### config.mk
export PLATFORM = sky130hd
export DESIGN_NAME = ifetch_stage
export DESIGN_NICKNAME = d
export VERILOG_FILES = /design/src/rtl/ifetch_stage.sv
export SDC_FILE = /design/constraint.sdc
export NUM_CORES = 1
export LEC_CHECK = 0
export ABC_AREA = 1
export CAP_MARGIN = 20
export CORE_MARGIN = 5
export CORE_UTILIZATION = 41
export DETAILED_ROUTE_END_ITERATION = 8
export PLACE_DENSITY = 0.76
export SYNTH_ARGS = -nofsm -noshare
export SYNTH_HDL_FRONTEND = slang
export SYNTH_SLANG_ARGS = --single-unit
### constraint.sdc
create_clock -name clk -period 1.8 [get_ports clk]
set_clock_uncertainty 0.2 [all_clocks]
set_input_delay 0.54 -clock clk [delete_from_list [all_inputs] [get_ports clk]]
set_output_delay 0.54 -clock clk [all_outputs]
set_load 0.05 [all_outputs]
### src/rtl/ifetch_stage.sv
// PC generation and fetch for the 64-word imem, with an IF/ID register.
// Redirect, stall and fetch faults are handled here; HALT exits only via reset.
package ifetch_pkg;

  typedef enum logic {
    RUN  = 1'b0,
    HALT = 1'b1
  } state_t;

  typedef enum logic [1:0] {
    F_NONE     = 2'b00,
    F_MISALIGN = 2'b01,
    F_RANGE    = 2'b10
  } fault_t;

  typedef struct packed {
    logic [31:0] instr;
    logic [31:0] pc;
    logic [31:0] pc_plus4;
    logic        valid;
  } if_id_t;

endpackage

module ifetch_stage
  import ifetch_pkg::*;
#(
  parameter logic [31:0] RESET_PC   = 32'h0000_0000,
  parameter int          IMEM_WORDS = 64,
  parameter logic [31:0] NOP_INSTR  = 32'h0000_0013
) (
  input  logic        clk,
  input  logic        reset,
  output logic [31:0] imem_a,
  input  logic [31:0] imem_rd,
  input  logic        stall_i,
  input  logic        redirect_i,
  input  logic [31:0] redirect_target_i,
  output logic [31:0] instr_o,
  output logic [31:0] pc_o,
  output logic [31:0] pc_plus4_o,
  output logic        valid_o,
  output logic        halted_o,
  output logic [1:0]  fault_o,
  output logic [31:0] fetch_count_o
);

  localparam logic [31:0] LIMIT = 32'(IMEM_WORDS);

  state_t      state;
  if_id_t      ifid;
  fault_t      fault;
  logic        halted;
  logic [31:0] pc;
  logic [31:0] cnt;

  logic [31:0] pc_next4;
  logic [31:0] tgt_pc;
  logic        oor;

  logic in_halt;
  logic do_mis;
  logic do_redir;
  logic do_stall;
  logic do_oor;
  logic do_fetch;

  assign pc_next4 = pc + 32'd4;
  assign tgt_pc   = {redirect_target_i[31:1], 1'b0};
  assign oor      = {2'b00, pc[31:2]} >= LIMIT;

  // Exactly one of these is set each cycle, in priority order.
  assign in_halt  = (state == HALT);
  assign do_mis   = !in_halt && redirect_i && redirect_target_i[1];
  assign do_redir = !in_halt && redirect_i && !redirect_target_i[1];
  assign do_stall = !in_halt && !redirect_i && stall_i;
  assign do_oor   = !in_halt && !redirect_i && !stall_i && oor;
  assign do_fetch = !in_halt && !redirect_i && !stall_i && !oor;

  always_ff @(posedge clk) begin
    if (!reset) begin
      state         <= RUN;
      pc            <= RESET_PC;
      ifid.instr    <= NOP_INSTR;
      ifid.pc       <= 32'd0;
      ifid.pc_plus4 <= 32'd0;
      ifid.valid    <= 1'b0;
      halted        <= 1'b0;
      fault         <= F_NONE;
      cnt           <= 32'd0;
    end else begin
      unique case (1'b1)
        in_halt: begin
          ifid.valid <= 1'b0;
          ifid.instr <= NOP_INSTR;
        end
        do_mis: begin
          state      <= HALT;
          halted     <= 1'b1;
          fault      <= F_MISALIGN;
          ifid.valid <= 1'b0;
          ifid.instr <= NOP_INSTR;
        end
        do_redir: begin
          pc         <= tgt_pc;
          ifid.valid <= 1'b0;
          ifid.instr <= NOP_INSTR;
        end
        do_stall: begin
        end
        do_oor: begin
          state      <= HALT;
          halted     <= 1'b1;
          fault      <= F_RANGE;
          ifid.valid <= 1'b0;
          ifid.instr <= NOP_INSTR;
        end
        do_fetch: begin
          ifid.instr    <= imem_rd;
          ifid.pc       <= pc;
          ifid.pc_plus4 <= pc_next4;
          ifid.valid    <= 1'b1;
          pc            <= pc_next4;
          cnt           <= cnt + 32'd1;
        end
        default: begin
        end
      endcase
    end
  end

  assign imem_a        = pc;
  assign instr_o       = ifid.instr;
  assign pc_o          = ifid.pc;
  assign pc_plus4_o    = ifid.pc_plus4;
  assign valid_o       = ifid.valid;
  assign halted_o      = halted;
  assign fault_o       = fault;
  assign fetch_count_o = cnt;

endmodule

==> results.txt <==
CTS tree - done
Total GRT Usage - 28.48%
Max incr delay on CP - 380 ps
Final Max Tran Viols - 0
Number of hold violations in the final report - 0
DRC errors left - 0
Initial DRC count - 772
Hpwl dp - 16,040 um
Minimum clock period - 2133 ps
Final setup violation count - 170
Initial core utilization - 41.26%
Seq/Total Area, Yosys - 49.40%
Clk_lat worst skew - 440 ps
Ys flop type - dfxtp_1
Share of layout cells above drive strength 1 - 46.55%
Flops & latches, synth - 160
RD Place Congestion - 0.8835
Ports - 232
Crit path max-delay family - simple AND/OR/NAND/NOR gates
Die Span Y - 135.8 um
Core area - 15,710 um2
Largest area contributor in the netlist - dfxtp_1
Max IR drop VDD - 0.0008441 V
Distinct cell type count after synthesis - 28
Antenna Violating Nets Remaining - 0
Outcome - finished, violations left
Leakage - 0.005444 uW
DR WL/cell - 23.09 um
# nets final - 1,289
Clock sinks - 160
Mapped Area - 6484 um2
Fin crit share - 118.5%
Syn Inst Count - 900
First-pass GRT wire length - 40,620 um
Clock transition at path regs - 70 ps
Ys async rst share - 0%
Final wirelength - 33,410 um
Root Buffer - clkbuf_16
Slowest CP cell - dfxtp_4
Commonest cells in the netlist - nand2_1 (308), dfxtp_1 (160), nor2_1 (160), a21oi_1 (75), o21ai_0 (55)
Yosys warnings - 0
Multi-input gate area in the final layout - 3807 um2
Syn avg cell area - 7.204 um2
I/O Buffers - 227
Hold_buf cts - 0
Worst Path Arrival - 2260 ps
Row cnt - 46
Total congestion overflow - 0
Die area - 18,430 um2
CTS H-tree depth - 4
Storage element area - 3314 um2
Antenna diode count - 0
Maximum Capacitance Violations - 0
WS Path Type - flip-flop to flip-flop
Fin util - 85.60%
Placed Cells - 1,367
Crit-path max FO - 6
Via Count - 8,040
Max Buffers Root-to-Sink - 2
Peak Freq - 0.4689 GHz
Critical Path RT - 1930 ps
Critical path endpoint category - flip-flop
Synth top area share - 49.40%
Area Overhead vs Synth - 107.4%
Via-per-instance ratio - 5.556
Area contributors post-synth - dfxtp_1 (49%), nand2_1 (18%), nor2_1 (9.3%)
Die width - 135.8 um
CP bufs+invs - 3
Violated checks - setup timing
CP cell instances - nor2_4 > nand2_2 > nor2_4 > buf_6 > nand4_4 > buf_12 > nand2_8 > buf_12 > o21ai_2 > nor2_2
Hold Crit Class - flip-flop to flip-flop
Vias in the first global route - 7,618
Post-synth EDFFs - 0
Cell Count, Final, Fillers Out - 1,447
Worst setup SP type - flip-flop
RSZ-0062 raised after global routing - true
Drt pass-1 iters - 5
Final WS setup - -332.6 ps
Total power - 9357 uW
Count leader, synth - nand2_1
PwrDens - 695.6 nW/um2
Largest net degree at the start of global routing - 42
Clock buffer count from CTS - 17
Fillers - 669
Initial antenna violation count - 0
==> power breakdown <==
| group | switching (uW) | internal [uW] |
|---|---|---|
| Clock | 1710 | 2380 |
| Sequential | 109 | 3600 |
| Combinational | 850 | 700 |
==> cells by family (layout without fill, tap and decap cells) <==
logic type,after synthesis,count (layout),share of synthesized area [%]
other,1,3,0.05784
buffers and inverters,74,403,5.191
AND/OR/NAND/NOR,508,508,31.82
XOR/XNOR,17,17,2.296
flip-flops,160,160,49.40
AO/OA/AOI/OAI,137,137,10.65
adder cells (fa/ha/maj),3,3,0.5790
==> registers in the layout, indices dropped and copies added (netlist names) <==
register       count
imem_a            31
instr_o           32
fetch_count_o     32
valid_o            1
pc_o              31
pc_plus4_o        30
in_halt            1
fault_o            2
==> worst paths after layout <==
path                         end           start  cells after the start  slack (ps)
setup reg to reg      imem_a[13]      imem_a[27]                     10        -330
hold / removal    pc_plus4_o[21]  pc_plus4_o[21]                      2         300
setup / recovery      imem_a[13]      imem_a[27]                     10        -330
hold reg to reg   pc_plus4_o[21]  pc_plus4_o[21]                      2         300
==> cell type report <==
type	count	share of cell area, %
Clock buffer	18	3.191
Clock inverter	14	1.600
Inverter	23	0.6512
Multi-Input combinational cell	668	28.31
Sequential cell	160	24.64
Tap cell	216	2.009
Timing Repair Buffer	348	39.60
==> timing repair <==
item                       4_1_cts  5_1_grt
pin swaps                       19       73
gates cloned                     5       12
gates resized for setup         89      280
setup endpoints to repair      159      189
buffers inserted                26       16
==> worst reg2reg max path, cell delays in order, from the launching register on <==
cell	delay, ps
dfxtp_4	380
nor2_4	130
nand2_2	90
nor2_4	190
buf_6	140
nand4_4	140
buf_12	190
nand2_8	100
buf_12	140
o21ai_2	100
nor2_2	230
==> stage by stage <==
| step | hold WS [ps] | worst slack, ps | TNS [ps] | area (um2) |
|---|---|---|---|---|
| final | 295.3 | -332.6 | -23190 | 13450 |
| after global routing | 312.5 | -313.8 | -27560 | 13450 |
| after CTS | 276.3 | -35.93 | -334.9 | 12310 |
| after detailed placement | 264.4 | -588.1 | -80180 | 11120 |
| after global placement | 260.0 | -514.0 | -71620 | 11120 |
| after floorplan | 245.6 | 2.494 | 0 | 6520 |
==> placed cells by master, fill, tap and decap left out, types with 3 or more instances in the layout <==
cell	synthesis	final
nand2_1	308	215
buf_12	0	174
nor2_1	160	134
dfxtp_1	160	101
clkdlybuf4s50_1	0	64
buf_4	6	60
nand2_2	1	59
a21oi_2	0	47
dfxtp_2	0	44
nand2_4	0	33
buf_6	3	33
o21ai_0	55	28
a21oi_1	75	27
clkbuf_16	0	27
o21ai_1	3	22
inv_1	21	20
nor2_2	2	17
nand3b_1	16	16
nor2_4	4	15
dfxtp_4	0	15
xor2_1	13	10
nand3_1	12	9
o21ai_2	0	8
inv_6	0	5
bufinv_16	0	4
xor2_2	0	3
xnor2_1	4	3
nand3_2	2	3
conb_1	1	3
inv_8	0	3
buf_16	0	3
==> metal layers <==
metal	part of all wire, %	vias up	track usage, %	wire length [um]
li1	-	3486	-	-
met1	33	3786	28.77	11050
met2	50	588	52.54	16620
met3	10	180	9.584	3507
met4	6.6	0	13.27	2221
met5	0	-	0	0
Power figures use the tool's default switching activity.
